===== src/rtl/collatz_swbut_input.sv =====
// collatz_swbut_input: switch/button front end for the Collatz switch/button top.
// The raw bus is in[WIDTH] = push button and in[WIDTH-1:0] = switches. Every bit is
// synchronised. The button is debounced. Each clean press becomes one valid/ready
// request that carries the switch value captured at the press.
// A zero operand is rejected because Collatz(0) never terminates. Rejected presses
// and presses made while a request is pending are counted in drop_count, which
// saturates at 255.
// Optional autorepeat while the button is held: define SWBUT_AUTOREPEAT_EN.
module collatz_swbut_input #(
  parameter int WIDTH           = 15,
  parameter int SYNC_STAGES     = 2,
  parameter int DEBOUNCE_CYCLES = 16,
  parameter int REPEAT_CYCLES   = 1024
) (
  input  logic             clk,
  input  logic             rst,
  input  logic [WIDTH:0]   in,
  output logic [WIDTH-1:0] out_data,
  output logic             out_valid,
  input  logic             out_ready,
  output logic             busy,
  output logic [7:0]       drop_count
);

  // Elaboration-time sanity limits on the configuration
  if (SYNC_STAGES < 2) begin : g_bad_sync
    $error("collatz_swbut_input: SYNC_STAGES must be at least 2");
  end
  if (DEBOUNCE_CYCLES < 1) begin : g_bad_db
    $error("collatz_swbut_input: DEBOUNCE_CYCLES must be at least 1");
  end
  if (REPEAT_CYCLES < 1) begin : g_bad_rpt
    $error("collatz_swbut_input: REPEAT_CYCLES must be at least 1");
  end

  localparam int DB_W = $clog2(DEBOUNCE_CYCLES + 1);
  localparam logic [DB_W-1:0] DB_LAST = DB_W'(DEBOUNCE_CYCLES - 1);

  typedef enum logic [1:0] {
    IDLE = 2'd0,
    PEND = 2'd1,
    HELD = 2'd2
  } state_t;

  // Saturating increment for the drop counter
  function automatic logic [7:0] sat_inc(input logic [7:0] v);
    return (v == 8'hFF) ? v : v + 8'd1;
  endfunction

  logic [WIDTH:0]   sync_q [SYNC_STAGES];
  logic             btn_sync;
  logic [WIDTH-1:0] sw_sync;

  logic [DB_W-1:0]  db_cnt_q, db_cnt_d;
  logic             btn_stable_q, btn_stable_d;
  logic             btn_prev_q;
  logic             press;

  state_t           state_q;
  logic [WIDTH-1:0] out_data_q;
  logic             out_valid_q;
  logic [7:0]       drop_q;

`ifdef SWBUT_AUTOREPEAT_EN
  localparam int RPT_W = $clog2(REPEAT_CYCLES + 1);
  localparam logic [RPT_W-1:0] RPT_LAST = RPT_W'(REPEAT_CYCLES - 1);
  logic [RPT_W-1:0] rpt_q;
`endif

  // Multi-flop synchroniser on every bus bit
  always_ff @(posedge clk or posedge rst) begin
    if (rst) begin
      for (int i = 0; i < SYNC_STAGES; i++) sync_q[i] <= '0;
    end else begin
      sync_q[0] <= in;
      for (int i = 1; i < SYNC_STAGES; i++) sync_q[i] <= sync_q[i-1];
    end
  end

  assign btn_sync = sync_q[SYNC_STAGES-1][WIDTH];
  assign sw_sync  = sync_q[SYNC_STAGES-1][WIDTH-1:0];

  // Debounce next state: a change is accepted only after DEBOUNCE_CYCLES consecutive differing samples
  always_comb begin
    db_cnt_d     = db_cnt_q;
    btn_stable_d = btn_stable_q;
    if (btn_sync == btn_stable_q) begin
      db_cnt_d = '0;
    end else if (db_cnt_q == DB_LAST) begin
      btn_stable_d = btn_sync;
      db_cnt_d     = '0;
    end else begin
      db_cnt_d = db_cnt_q + 1'b1;
    end
  end

  // Debounce state and the one-cycle-delayed copy used for edge detection
  always_ff @(posedge clk or posedge rst) begin
    if (rst) begin
      db_cnt_q     <= '0;
      btn_stable_q <= 1'b0;
      btn_prev_q   <= 1'b0;
    end else begin
      db_cnt_q     <= db_cnt_d;
      btn_stable_q <= btn_stable_d;
      btn_prev_q   <= btn_stable_q;
    end
  end

  assign press = btn_stable_q & ~btn_prev_q;

  // Request FSM: capture on press, hold the request until the transfer, then wait for release
  always_ff @(posedge clk or posedge rst) begin
    if (rst) begin
      state_q     <= IDLE;
      out_data_q  <= '0;
      out_valid_q <= 1'b0;
      drop_q      <= '0;
`ifdef SWBUT_AUTOREPEAT_EN
      rpt_q       <= '0;
`endif
    end else begin
      case (state_q)
        IDLE: begin
          if (press) begin
            if (sw_sync != '0) begin
              out_data_q  <= sw_sync;
              out_valid_q <= 1'b1;
              state_q     <= PEND;
            end else begin
              drop_q  <= sat_inc(drop_q);
              state_q <= HELD;
`ifdef SWBUT_AUTOREPEAT_EN
              rpt_q   <= '0;
`endif
            end
          end
        end
        PEND: begin
          // A release and re-press before the transfer cannot be queued
          if (press) drop_q <= sat_inc(drop_q);
          if (out_valid_q && out_ready) begin
            out_valid_q <= 1'b0;
            if (btn_stable_q) begin
              state_q <= HELD;
`ifdef SWBUT_AUTOREPEAT_EN
              rpt_q   <= '0;
`endif
            end else begin
              state_q <= IDLE;
            end
          end
        end
        HELD: begin
          if (!btn_stable_q) begin
            state_q <= IDLE;
          end
`ifdef SWBUT_AUTOREPEAT_EN
          else if (rpt_q == RPT_LAST) begin
            // The repeat interval has elapsed, so treat it like a fresh press seen in IDLE
            rpt_q <= '0;
            if (sw_sync != '0) begin
              out_data_q  <= sw_sync;
              out_valid_q <= 1'b1;
              state_q     <= PEND;
            end else begin
              drop_q <= sat_inc(drop_q);
            end
          end else begin
            rpt_q <= rpt_q + 1'b1;
          end
`endif
        end
        default: begin
          state_q     <= IDLE;
          out_valid_q <= 1'b0;
        end
      endcase
    end
  end

  assign out_data   = out_data_q;
  assign out_valid  = out_valid_q;
  assign drop_count = drop_q;
  assign busy       = (state_q != IDLE);

endmodule


===== config.mk =====
export PLATFORM = sky130hd
export DESIGN_NAME = collatz_swbut_input
export DESIGN_NICKNAME = d
export VERILOG_FILES = /design/src/rtl/collatz_swbut_input.sv
export SDC_FILE = /design/constraint.sdc
export NUM_CORES = 1
export LEC_CHECK = 0
export CAP_MARGIN = 25
export CORE_ASPECT_RATIO = 0.5
export CORE_MARGIN = 3
export CORE_UTILIZATION = 54
export DETAILED_ROUTE_END_ITERATION = 10
export GPL_TIMING_DRIVEN = 0
export PLACE_DENSITY = 0.9
export SLEW_MARGIN = 20
export SYNTH_ARGS = -nofsm -noshare
export SYNTH_HDL_FRONTEND = slang
export SYNTH_SLANG_ARGS = --single-unit

===== constraint.sdc =====
create_clock -name clk -period 6.25 [get_ports clk]
set_clock_uncertainty 0.1 [all_clocks]
set_input_delay 1.25 -clock clk [delete_from_list [all_inputs] [get_ports clk]]
set_output_delay 1.25 -clock clk [all_outputs]
set_load 0.01 [all_outputs]

Yosys cells after proc, flatten, opt, wreduce, memory -nomap -nowiden
Cells that the tools add are included.

storage, ports and cells
  bits of input ports = 19
  register bits = 65
  output and inout port bits = 25
  logic and storage cells = 53

operators by class
  reduce and logical (&&, ||, !) cells = 10
  multiplexer cells = 17
  equal/unequal tests = 11
  bitwise operators = 4
  add/subtract/negate cells = 2

operator list
  kind                   number
  $mux W8                4
  $pmux W8 S2            1
  $reduce_bool A15 Y1    1
  $ne A2 B2 Y1 const B   6
  $mux W2                5
  $mux W5                2
  $add A8 B1 Y8 const B  1
  $eq A8 B8 Y1 const B   1
  $reduce_and A4 Y1      2
  $pmux W2 S3            1
  $reduce_and A3 Y1      2
  $add A5 B1 Y5 const B  1
  $eq A5 B4 Y1 const B   1
  $reduce_bool A2 Y1     2
  $mux W1                3
  $not A1 Y1             3
  $pmux W1 S3            1
  $eq A2 B1 Y1 const B   1
  $eq A2 B2 Y1 const B   1
  $logic_not A2 Y1       1
  $reduce_and A2 Y1      1
  $and A1 B1 Y1          1
  $eq A1 B1 Y1           1
  $logic_and A1 B1 Y1    1

Longest topological paths before layout
  depth in word-level cells = 5
  gate-level depth with buffers = 5
  mapped depth without buffers = 5

Worst setup path before layout
Ideal clock, no wire load.

  path type = reg-to-output
  start = register state_q[0]
  end = output port busy
  arrival time = 0.764 ns
  required time = 4.900 ns
  setup slack = 4.136 ns
  path buffers = 0
  stages on the path, launching flop included = 2
  cells stage by stage = dfrtp_1 -> or2_2

on the way
  word-level cells in the longest chain between the ends = 1

RTL lines
  item                    line  source
  from (decl)             59    state_t state_q;
  from (signal assigned)  115   state_q <= IDLE;
  from (signal assigned)  129   state_q <= PEND;
  from (signal assigned)  132   state_q <= HELD;
  $reduce_bool A2 Y1      185   assign busy = (state_q != IDLE);
  to (decl)               21    output logic busy,

No other way between the ends.

Worst setup path in the final report
Same ends and word-level chain as after synthesis.

==> out/results.tsv <==
metric	value	unit
place_hpwl	2.674	mm
total_power	0.8226	mW
synthArstFlopShare	100.0	%
netlist_area	0.002267	mm2
hold_buffers	0	
power.density	276.7	mW/mm2
crit_required	4900	ps
cp_cell_sequence	or2_2 > clkdlybuf4s50_1	
synth.avg_cell_area	16.31	um2
yosys_register_bits	65	
utilization	80.00	%
irDropWorstVdd	0.2168	mV
synth_edf_count	0	
io_pins	44	
end_kind	output pin	
critPathBufInv	1	
fin_setup_tns	0	ps
worstSetupPathType	register to output pin	
overflow	0	
ys_warn_count	0	
clock_latency	330	ps
grt_pass1_vias	1394	
remaining_drc_errors	0	
viasPerCell	5.196	
antenna_cells	0	
synthFlopType	dfrtp_1	
area_delta_synth_final	31.13	%
drive_gt1_share	20.10	%
synth_fp_nets	160	
vias	1299	
synth.yosys.seq_area_share	71.74	%
clk_pin_slew	60	ps
gp_congestion	0.8268	
setup_slack	3250	ps
ant_nets	0	
post_cts_resized	0	
cts-htree-levels	3	
cp_top_family	buffers and inverters	
cts_buffer_depth	2	
die_h	51.82	um
wl_per_cell	15.98	um
drt-pass1-iter-count	4	
top_layer_used	met4	
setup_viol	0	
numClockSinks	65	
place_inst	234	
crit_arrival	1650	ps
nFillCells	193	
dp_slack	3652	ps
path_max_fanout	8	
maxSlewViolCount	0	
stdcell_count	250	
cts_tree	built	
synthCells	139	
slew_headroom	62.49	%
hold_viol_final	0	
finalCriticalPeriod	3000	ps
power.leakage	1.384	nW
rsz0062_at_grt	false	
synth_cell_types	26	
met2_length	2.103	mm
track_usage	18.29	%
die_w	97.64	um
worst_hold_path_type	register to register	
port_buffers	43	
antenna_found_initial	0	
cts_setup_buffers	0	
start_util	61.01	%
dieArea	0.005059	mm2
wirelength	3.996	mm
critPathMaxStageDelay	500	ps
status	finished clean	
worst_slew_pin_slew	558.4	ps
cpMaxStageDelayCell	clkdlybuf4s50_1	
final_cell_area	0.002973	mm2
grt_max_degree	47	
first_iter_violations	76	
drv_cap	0	
cts-root-buf	clkbuf_8	
startpoint_type	register	
wl_met1	1.598	mm
grt_pass1_wl	6.651	mm
core	0.003716	mm2
row_count	15	
numCtsBuffers	9	
nets	215	
fin_crit_sh	47.99	%
met3_length	242	um
placed_area	0.002784	mm2
max_freq	333.4	MHz
holdWs	247.7	ps
cell type report:
cell class                      count  area (um2)  share of cell area (%)
Buffer                              1       11.26                  0.3788
Clock buffer                       13       148.9                   5.008
Clock inverter                      3       40.04                   1.347
Inverter                            1       6.256                  0.2104
Multi-Input combinational cell     72       625.6                   21.04
Sequential cell                    65        1627                   54.71
Tap cell                           51       63.81                   2.146
Timing Repair Buffer               44       450.4                   15.15
power breakdown:
group          switching, mW  internal [mW]  total [mW]
clock                  0.145          0.194       0.339
combinational         0.0173         0.0204      0.0377
sequential            0.0105          0.435       0.446
total                  0.173          0.650       0.823
cells in the mapped netlist, types with 2 or more instances:
master / count / area, um2
nand2_1: 6 / 22.52
o21ai_0: 2 / 10.01
nand4_1: 2 / 12.51
nor2_1: 4 / 15.01
and2_1: 2 / 12.51
nand3_1: 6 / 30.03
nor4_1: 3 / 18.77
nor4_4: 3 / 63.81
nor3b_1: 2 / 15.01
ha_1: 2 / 25.02
xor2_1: 10 / 87.58
mux2_2: 16 / 180.2
nor3_1: 3 / 15.01
dfrtp_1: 65 / 1627
nor4b_2: 2 / 30.03
flip-flops by register name, summed over array words and instances, names as in the netlist:
signal,flops
btn_stable_q,1
btn_prev_q,1
sw_sync,15
drop_count,8
out_data,15
db_cnt_q,5
state_q,2
out_valid,1
btn_sync,1
sync_q,16
final timing paths:
kind | from | to | slack, ps | cells after the start
worst max-delay path | state_q[0] | busy | 3250 | 2
worst min-delay path | sync_q[23] | sw_sync[7] | 250 | 0
worst max register to register | sw_sync[10] | out_data[6] | 4110 | 5
worst min register to register | sync_q[23] | sw_sync[7] | 250 | 0
max in group asynchronous | rst | sync_q[21] | 4440 | 3
min in group asynchronous | rst | sw_sync[12] | 1110 | 2
layout by cell type, fill, tap and decap left out:
cell and count:
bufinv_16 1, mux2i_1 1, clkinv_2 2, o21a_1 1, ha_1 2, mux2_1 1, nor4_1 3, a41oi_4 1
dfrtp_1 65, inv_4 1, nor4_4 3, nor2_1 4, nor3b_1 2, nand4_1 2, nor3_1 3, buf_12 1
buf_6 1, and2_1 2, xor2_1 10, mux2_2 16, nand2_2 1, nand3b_1 1, clkdlybuf4s50_1 43, and3_1 1
nand2_1 6, or2_2 1, clkbuf_1 3, o21ai_1 1, o21ai_0 2, nor4b_2 2, nand3_1 6, clkbuf_8 10
cells by family (layout without fill, tap and decap cells):
logic type / count (synthesis) / after routing / synth area share, %
XOR/XNOR: 10 / 10 / 3.863
multiplexers: 18 / 18 / 8.885
AND/OR/NAND/NOR: 37 / 37 / 11.53
buffers and inverters: 2 / 62 / 0.6621
adder cells (fa/ha/maj): 2 / 2 / 1.104
flip-flops: 65 / 65 / 71.74
AO/OA/AOI/OAI: 5 / 5 / 2.208
layer usage:
layer / vias to the layer above / global-route usage, %
met5: - / 0
met4: 0 / 8.276
li1: 591 / -
met2: 37 / 30.61
met1: 663 / 20.31
met3: 8 / 8.835
No activity file was read; power rests on OpenSTA's default activity.
